**src/rtl/instruction_encoder.sv**
```systemverilog
// RV64IM instruction encoder: packs fields plus a signed immediate into a 32-bit word,
// range-checks the immediate, and registers the word with a running byte address.
module instruction_encoder #(
   parameter int                    ADDR_WIDTH = 64,
   parameter logic [ADDR_WIDTH-1:0] BASE_ADDR  = '0
) (
   input  logic                  clk,
   input  logic                  reset_n,
   input  logic                  clear,
   input  logic                  in_valid,
   output logic                  in_ready,
   input  logic [2:0]            selection,
   input  logic [6:0]            opcode,
   input  logic [4:0]            rd,
   input  logic [4:0]            rs1,
   input  logic [4:0]            rs2,
   input  logic [2:0]            funct3,
   input  logic [6:0]            funct7,
   input  logic [63:0]           immediate,
   output logic                  out_valid,
   input  logic                  out_ready,
   output logic [31:0]           instruction,
   output logic [ADDR_WIDTH-1:0] address,
   output logic                  error,
   output logic [7:0]            err_count
);

   typedef enum logic [2:0] {
      FMT_R = 3'd0,
      FMT_I = 3'd1,
      FMT_U = 3'd2,
      FMT_S = 3'd3,
      FMT_B = 3'd4,
      FMT_J = 3'd5
   } fmt_t;

   logic [ADDR_WIDTH-1:0] next_addr;
   logic [31:0]           enc;
   logic                  fault;
   logic                  accept;
   logic                  fits_12;
   logic                  fits_b;
   logic                  fits_u;
   logic                  fits_j;

   // Range checks reduce to "upper bits are all copies of the sign bit".
   assign fits_12 = (immediate[63:11] == {53{immediate[63]}});
   assign fits_b  = (immediate[63:12] == {52{immediate[63]}}) && !immediate[0];
   assign fits_u  = (immediate[11:0] == 12'h000) && (immediate[63:31] == {33{immediate[63]}});
   assign fits_j  = (immediate[63:20] == {44{immediate[63]}}) && !immediate[0];

   assign in_ready = !out_valid || out_ready;
   assign accept   = in_valid && in_ready;

   always_comb begin
      enc   = '0;
      fault = 1'b0;
      case (selection)
         FMT_R: enc = {funct7, rs2, rs1, funct3, rd, opcode};
         FMT_I: begin
            enc   = {immediate[11:0], rs1, funct3, rd, opcode};
            fault = !fits_12;
         end
         FMT_U: begin
            enc   = {immediate[31:12], rd, opcode};
            fault = !fits_u;
         end
         FMT_S: begin
            enc   = {immediate[11:5], rs2, rs1, funct3, immediate[4:0], opcode};
            fault = !fits_12;
         end
         FMT_B: begin
            enc   = {immediate[12], immediate[10:5], rs2, rs1, funct3,
                     immediate[4:1], immediate[11], opcode};
            fault = !fits_b;
         end
         FMT_J: begin
            enc   = {immediate[20], immediate[10:1], immediate[11], immediate[19:12], rd, opcode};
            fault = !fits_j;
         end
         default: fault = 1'b1;
      endcase
   end

   always_ff @(posedge clk or negedge reset_n) begin
      if (!reset_n) begin
         out_valid   <= 1'b0;
         instruction <= '0;
         address     <= BASE_ADDR;
         next_addr   <= BASE_ADDR;
         error       <= 1'b0;
         err_count   <= '0;
      end else if (clear) begin
         // Clear wins over a same-cycle accept; that field set is dropped.
         out_valid   <= 1'b0;
         instruction <= '0;
         address     <= BASE_ADDR;
         next_addr   <= BASE_ADDR;
         error       <= 1'b0;
         err_count   <= '0;
      end else if (accept) begin
         out_valid   <= 1'b1;
         instruction <= fault ? 32'h0000_0000 : enc;
         address     <= next_addr;
         next_addr   <= next_addr + ADDR_WIDTH'(4);
         if (fault) begin
            error <= 1'b1;
            if (err_count != 8'hFF) err_count <= err_count + 8'd1;
         end
      end else if (out_ready) begin
         out_valid <= 1'b0;
      end
   end

endmodule
```
**config.mk**
```make
export PLATFORM = sky130hd
export DESIGN_NAME = instruction_encoder
export DESIGN_NICKNAME = d
export VERILOG_FILES = /design/src/rtl/instruction_encoder.sv
export SDC_FILE = /design/constraint.sdc
export NUM_CORES = 1
export LEC_CHECK = 0
export CAP_MARGIN = 20
export CORE_UTILIZATION = 45
export DETAILED_ROUTE_END_ITERATION = 8
export HOLD_SLACK_MARGIN = 0.02
export PLACE_DENSITY = 0.85
export SLEW_MARGIN = 10
export SYNTH_ARGS = -nofsm -noshare
export SYNTH_HDL_FRONTEND = slang
export SYNTH_SLANG_ARGS = --single-unit
```
**constraint.sdc**
```tcl
create_clock -name clk -period 3.6 [get_ports clk]
set_clock_uncertainty 0.2 [all_clocks]
set_input_delay 0.54 -clock clk [delete_from_list [all_inputs] [get_ports clk]]
set_output_delay 0.54 -clock clk [all_outputs]
set_load 0.1 [all_outputs]
```
---- Word level (Yosys, flattened, before mapping) ----
Cells that the tools add are included.
Widths: inputs -> output; s select.
storage, ports and cells
  input port bits ......................... 104
  output and inout port bits .............. 107
  word-level logic and storage cells ...... 57
  bits in registers ....................... 170
operators by class
  add/sub/neg operators ................... 2
  muxes and demuxes ....................... 19
  reduce and logical (&&, ||, !) cells .... 20
  equal/unequal tests ..................... 10
operators with widths
  operator               number
  $mux 64                4
  $pmux 32 s6            1
  $mux 32                3
  $add 64x3->64 const B  1
  $eq 52x52->1           1
  $eq 51x51->1           1
  $eq 43x43->1           1
  $eq 32x32->1           1
  $mux 8                 4
  $logic_not 12->1       1
  $add 8x1->8 const B    1
  $ne 8x8->1 const B     1
  $eq 3x2->1 const B     2
  $eq 3x3->1 const B     2
  $logic_not 1->1        6
  $mux 1                 6
  $reduce_bool 2->1      3
  $pmux 1 s5             1
  $logic_and 1x1->1      4
  $eq 3x1->1 const B     1
  $logic_not 3->1        1
  $reduce_and 3->1       1
  $reduce_bool 3->1      1
  $reduce_and 2->1       1
  other kinds (2)        2

---- Logic depth before layout (Yosys ltp) ----
Gate-level depths: netlist of the first run.
  depth in word-level cells ............... 7
  mapped depth ............................ 10
  depth with buffers taken out ............ 8

---- Least setup slack after synthesis of the first run ----
OpenSTA, ideal clock, no wires.
  path type ............................... reg2reg
  start point ............................. reg out_valid
  end point ............................... reg next_addr[59]
  path slack .............................. 0.216 ns
  buffers on the path ..................... 2
  arrival ................................. 3.052 ns
  stages on the path, launching flop included .. 11
  data required time ...................... 3.268 ns
  period minus slack after synthesis ...... 3.384 ns
  path through ............................ dfrtp_1 nor2b_1 inv_2 nand4_1 or3_1 or4_1 buf_2 buf_6 nor3_4 xnor2_1 nor2_1
between the ends
  word-level cells in the longest chain between the ends .. 4
RTL lines
  item                         RTL line  source
  start: declaration           20        output logic out_valid,
  start signal: assignment     87        out_valid <= 1'b0;
  start signal: assignment     95        out_valid <= 1'b0;
  start signal: assignment     102       out_valid <= 1'b1;
  $logic_not 1->1              52        assign in_ready = !out_valid || out_ready;
  $logic_or 1x1->1             52
  net in_ready                 11        output logic in_ready,
  $logic_and 1x1->1            53        assign accept = in_valid && in_ready;
  $reduce_bool 2->1 (no line)  --
  end signal: assignment       105       next_addr <= next_addr + ADDR_WIDTH'(4);
  end: declaration             37        logic [ADDR_WIDTH-1:0] next_addr;
The timed path passes the listed nets, and every way through them passes these cells.
A chain may end at the register's enable or synchronous reset.

---- Worst setup path after layout of the first run ----
  start point ............................. in immediate[63]
  end point ............................... reg instruction[1]
between the ends
  word-level cells in the longest chain between the ends .. 7
  elaborated cells on any way between the ends .. 15
  classes of those cells .................. 4 x eq/ne; 4 x mux; 7 x reduce/logical
RTL lines
  item                                         RTL line    source
  start: declaration                           19          input logic [63:0] immediate,
  $eq 51x51->1, or another cell as far along   48          assign fits_b = (immediate[63:12] == {52{immediate[63]}}) && !immediate[0];
  $logic_and 1x1->1, on equally long branches  48, 49, 50
  $logic_not 1->1, on equally long branches    75, 66, 79
  $pmux 1 s5 *                                 58          case (selection)
  $mux 32 *                                    103         instruction <= fault ? 32'h0000_0000 : enc;
  $mux 32 *                                    101         end else if (accept) begin
  $mux 32 *                                    93          end else if (clear) begin
  end signal: assignment                       103
  end: declaration                             22          output logic [31:0] instruction,
Mark *: on every way between the ends. The rest lies on a longest branch, timed or not. The select of a mux whose other input is x is not followed.

==> metrics.cfg, run 1 <==
[placed_design]
dpl_cell_area_sq_um=10900
io_buffer_count=210
dpl.hpwl_mm=16.6
gp_congestion=0.930
dp_cells=1398
dp_worst_setup_slack_ps=103

[synth]
synthFlopType=dfrtp_1
async_flop_share_pct=100
avgSynthCellArea_sq_um=8.63
synth_edf_count=0
yosysSeqAreaShare_pct=48.5
synth_seq_cells=167
yosysWarningCount=0
netlist_area_sq_um=8610
synth_cells=998
ys_types=60
syn_nets=1104

[setup_path]
critPathMaxFanout=25
cp.required_ps=3740
critPathKind=in -> reg
crit_arrival_ps=3220
end_kind=flop
start_kind=input pin
r2r_cells=7

[clock_network]
cts_resized=0
clock_latency_ps=420
h-tree-depth=4
hold_buffers=0
numCtsBuffers=17
clock_sinks=167
path_clk_slew_ps=70
post_cts_buffers=0
cts_buffer_depth=2
cts-root-buf=clkbuf_16
tritoncts=done

[detailed_routing]
route.detailed.drc=0
wire_per_inst_um=16.4
drt_iter0_markers=563
drtPass1Iterations=5
postRouteAntennaNets=0
drt-total-wl_mm=23.5
vias=8097
via_per_inst=5.67

[global_route]
grt_pass1_wl_mm=38.5
grtUsageMet2_pct=43.5
grt_max_degree=107
gr-max-usage-layer=met2
grt_pass1_vias=7760
antenna_found_initial=1
gr-usage-met3_pct=5.68
gr-total-overflow=0
grt_use_total_pct=24.6
use_met1_pct=28.8

[sta]
whs_ps=-8.81
setup_slack_ps=521
tightest_slew_ps=1070
slew_headroom_pct=27.9
clock.fmax_mhz=325
rsz0062_at_grt=false
setup_violations=0
fin_crit_sh_pct=85.5
hold_viol_final=2
slew_viol_final=0
min_period_ps=3080
fin_setup_tns_ps=0

[final_layout]
layout-drive-gt1-share_pct=7.87
n_fill_cell=1573
fin_cells=1429
finalInstanceArea_sq_um=11500
synthToLayoutAreaGrowth_pct=33.4
antenna_cells=0
fin_nets=1289

[power]
clkPwrFrac_pct=42.8
leakagePower_nw=4.54
power.density_nw_per_um2=375
seqPwrFrac_pct=44.3
p_int_mw=3.20
combPwrFrac_pct=12.9
sw_frac_of_total_pct=25.6
vdd_drop_max_mv=0.241
p_switching_mw=1.10

[die]
die-area_sq_um=19700
dieHeight_um=140
die_w_um=140
core_area_sq_um=18700
start_util_pct=46.1
ios=211
rows=50

[flow_run]
cap_viol_max_count=0

[hold_path]
worstHoldPathType=in -> async

[run_status]
status=finished, violations left
violations=hold timing

==> logic make-up (layout without fill, tap and decap cells) <==
family | count (synthesis) | in the layout | synth area share [%]
fa+ha+maj | 2 | 2 | 0.290
simple gates | 454 | 454 | 24.8
mux | 17 | 17 | 2.05
compound gates | 222 | 222 | 15.1
xor+xnor | 50 | 50 | 5.08
buf+inv | 86 | 283 | 4.10
flops | 167 | 167 | 48.5
==> worst max-delay path, stage by stage <==
cell and delay (ps):
clkdlybuf4s50_1 490, buf_12 190, or4_1 490, mux2i_1 150, nand3_1 120, o311ai_1 340, and3_1 250, nand2_2 230
buf_12 240, o21ai_0 170
==> final timing paths <==
kind | start | to | slack, ps
max | immediate[63] | instruction[1]$_DFFE_PN0P_ | 520
min | reset_n | address[49]$_DFFE_PN0P_ | -9
max reg2reg | next_addr[40]$_DFFE_PN0P_ | next_addr[57]$_DFFE_PN0P_ | 810
min reg2reg | instruction[31]$_DFFE_PN0P_ | instruction[31]$_DFFE_PN0P_ | 270
max in group asynchronous | reset_n | next_addr[34]$_DFFE_PN0P_ | 2320
min in group clk | instruction[31]$_DFFE_PN0P_ | instruction[31]$_DFFE_PN0P_ | 270
==> area by class of cell <==
cell class / instances / area [sq um] / area share [%]
inverter: 21 / 78.8 / 0.686
multi-input combinational: 745 / 4090 / 35.6
sequential: 167 / 4180 / 36.4
clock buffer: 20 / 447 / 3.89
timing repair buffer: 231 / 2260 / 19.6
tap: 234 / 293 / 2.55
clock inverter: 11 / 148 / 1.28
==> cell usage in the layout, fill, tap and decap left out, types with 5 or more instances in the layout <==
cell type | Yosys | final
nor2b_1 | 16 | 16
mux2_2 | 5 | 5
nor2_1 | 73 | 72
clkdlybuf4s50_1 | 0 | 193
xor2_1 | 17 | 17
nor4_1 | 13 | 13
clkbuf_16 | 0 | 17
nand3_1 | 31 | 31
xnor2_1 | 33 | 33
inv_1 | 19 | 19
nand2_1 | 220 | 219
a22oi_1 | 24 | 24
buf_4 | 2 | 33
nor3_1 | 16 | 16
a31oi_1 | 7 | 7
or3_1 | 18 | 18
mux2i_1 | 12 | 12
dfrtp_1 | 167 | 167
a21oi_1 | 90 | 90
o22ai_1 | 19 | 19
nand4_1 | 23 | 23
o211ai_1 | 5 | 5
o21ai_0 | 26 | 26
and3_1 | 6 | 6
nor3_2 | 5 | 5
o21ai_1 | 29 | 29
or4_1 | 11 | 11
==> stage by stage <==
| step | power (mW) | util [%] |
|---|---|---|
| floorplan | 2.23 | - |
| global placement | 2.49 | 58.2 |
| detailed placement | 2.50 | 58.2 |
| CTS | 4.34 | 61.4 |
| global route | 4.45 | 61.4 |
| finish | 4.30 | 61.4 |
==> cells in the mapped netlist, drive strengths merged, types with 18 or more instances <==
cell,instances,area (sq um)
nor3,22,146
nand2,222,838
o22ai,19,119
or3,18,113
a22oi,24,180
o21ai,55,275
dfrtp,167,4180
nand3,31,155
inv,20,75.1
a21oi,90,450
nor2,73,274
clkbuf,48,180
nand4,24,156
xnor2,33,289
==> flip-flops by register name, indices dropped and copies added (netlist names) <==
signal and flops:
address 63, next_addr 62, instruction 32, err_count 8, error 1, out_valid 1
==> power by group through the flow <==
stage,clock (mW),sequential [mW],combinational (mW)
after global placement,0,1.94,0.548
after CTS,1.88,1.90,0.557
after detailed placement,0,1.94,0.556
final,1.84,1.90,0.557
after floorplan,0,2.03,0.199
after global routing,1.95,1.91,0.598
==> metal layers <==
layer / wire [um] / vias up
met2: 12000 / 312
met5: 0 / -
met1: 9340 / 3885
li1: - / 3851
met3: 1450 / 49
met4: 669 / 0
Power figures use the tool's default switching activity.
==> run 2, diff against run 1 <==
--- a/config.mk
+++ b/config.mk
@@ -7,6 +7,7 @@
 export LEC_CHECK = 0
 export CAP_MARGIN = 20
 export CORE_UTILIZATION = 45
+export CTS_CLUSTER_DIAMETER = 150
 export DETAILED_ROUTE_END_ITERATION = 8
 export HOLD_SLACK_MARGIN = 0.02
 export PLACE_DENSITY = 0.85
==> results of run 2 <==
Same layout as run 1: the final DEF is identical, and so are final timing and power.
==> run 3, diff against run 2 <==
--- a/config.mk
+++ b/config.mk
@@ -6,6 +6,7 @@
 export NUM_CORES = 1
 export LEC_CHECK = 0
 export CAP_MARGIN = 20
+export CORE_MARGIN = 5
 export CORE_UTILIZATION = 45
 export CTS_CLUSTER_DIAMETER = 150
 export DETAILED_ROUTE_END_ITERATION = 8
==> run 3 against run 2 <==
- the flow now finishes without violations
- critical path depth fell by 1
- final cell count rose by 0.21%
- combinational power barely moved
- sequential cell count did not move
- sequential power barely moved
- critical endpoint is now err_count[1]$_DFFE_PN0P_
==> metrics.cfg, run 3 (synthesized netlist as in run 1, its figures left out) <==
[run_status]
status=finished, final reports clean

[detailed_routing]
drt_iter0_markers=732
vias=7957
drt-total-wl_mm=24.0
via_per_inst=5.56
wire_per_inst_um=16.8
drtPass1Iterations=6
postRouteAntennaNets=0
route.detailed.drc=0

[global_route]
grt_pass1_vias=7747
grt_pass1_wl_mm=39.2
antenna_found_initial=0
grt_max_degree=115
grt_use_total_pct=21.9
gr-total-overflow=0

[sta]
fin_crit_sh_pct=85.4
setup_violations=0
slew_headroom_pct=30.3
fin_setup_tns_ps=0
clock.fmax_mhz=325
slew_viol_final=0
min_period_ps=3070
rsz0062_at_grt=false
tightest_slew_ps=1040
hold_viol_final=0

[setup_path]
critPathMaxFanout=25
end_kind=flop
critPathKind=in -> reg
cp.required_ps=3710
r2r_cells=8
crit_arrival_ps=3190
start_kind=input pin

[final_layout]
synthToLayoutAreaGrowth_pct=34.2
n_fill_cell=1593
top_register=address
largest_reg_flops=63
fin_nets=1291
top_regs=address x63, next_addr x62, instruction x32
seqCellArea_sq_um=4180
layout-drive-gt1-share_pct=8.18
multi_input_area_sq_um=4090
fin_cells=1432
most-common-layout-cells=219 x nand2_1, 190 x clkdlybuf4s50_1, 167 x dfrtp_1
antenna_cells=0
mostFrequentLayoutCell=nand2_1

[die]
die_w_um=148
die-area_sq_um=22000
core_area_sq_um=18800
start_util_pct=45.9
ios=211
dieHeight_um=148
rows=50

[clock_network]
cts_buffer_depth=2
post_cts_buffers=0
cts-root-buf=clkbuf_16
path_clk_slew_ps=70
tritoncts=done
clock_sinks=167
clock_latency_ps=420
h-tree-depth=4
numCtsBuffers=17

[placed_design]
gp_congestion=0.917
io_buffer_count=210
dpl.hpwl_mm=17.5
dp_cells=1399

[power]
vdd_drop_max_mv=0.257
power.density_nw_per_um2=390
leakagePower_nw=4.60

[flow_run]
cap_viol_max_count=0

[hold_path]
worstHoldPathType=reg -> reg
hold_depth=2

==> run 3: cell types whose count changed in the layout (fill, tap and decap cells not counted), moves of 3 or more <==
cell	before	now
clkinvlp_4	4	1
bufinv_16	3	6
clkdlybuf4s50_1	193	190
buf_4	33	37
==> run 3: area by class of cell <==
type / instances / area share [%]
clock buffers: 20 / 3.78
clock inverters: 12 / 1.93
inverters: 21 / 0.682
multi-input cells: 745 / 35.4
flip-flops and latches: 167 / 36.1
well taps: 234 / 2.53
repair buffers: 233 / 19.6
==> run 3: where the power goes <==
part | switching (mW) | internal, mW
logic | 0.351 | 0.205
registers | 0.0136 | 1.89
clock network | 0.740 | 1.30
==> run 3: metal layers <==
layer  track usage (%)  wire length (um)
met1              26.9              9800
met2              37.7             12000
met3              5.79              1720
met4              7.44               533
met5                 0                 0
==> run 3: final timing paths <==
check	from	end	slack (ps)
setup / recovery	immediate[63]	err_count[1]$_DFFE_PN0P_	530
hold / removal	instruction[27]$_DFFE_PN0P_	instruction[27]$_DFFE_PN0P_	290
setup reg to reg	out_valid$_DFFE_PN0P_	next_addr[49]$_DFFE_PN0P_	750
hold reg to reg	instruction[27]$_DFFE_PN0P_	instruction[27]$_DFFE_PN0P_	290
max in group asynchronous	reset_n	instruction[2]$_DFFE_PN0P_	1810
min in group asynchronous	reset_n	address[49]$_DFFE_PN0P_	440
==> run 3: worst max-delay path: stages <==
cell             delay (ps)
clkdlybuf4s50_1         500
buf_12                  200
or4_1                   510
mux2i_1                 140
nand3_1                 100
o311ai_1                350
nand3_1                 290
o2111a_1                320
a211o_1                 220
==> run 3: per-stage QoR <==
stage	hold WS, ps	instance area [sq um]	setup slack [ps]	utilization, %	total power, mW
floorplan	44.4	8610	216	-	2.23
global placement	262	10900	145	58.1	2.49
detailed placement	279	10900	127	58.1	2.50
CTS	294	11600	578	61.6	4.54
global route	314	11600	270	61.6	4.68
finish	286	11600	526	61.6	4.51
==> run 3: timing repair <==
action,4_1_cts,5_1_grt
endpoints found under the hold margin,53,0
hold buffers,1,0
gates resized for setup,0,0
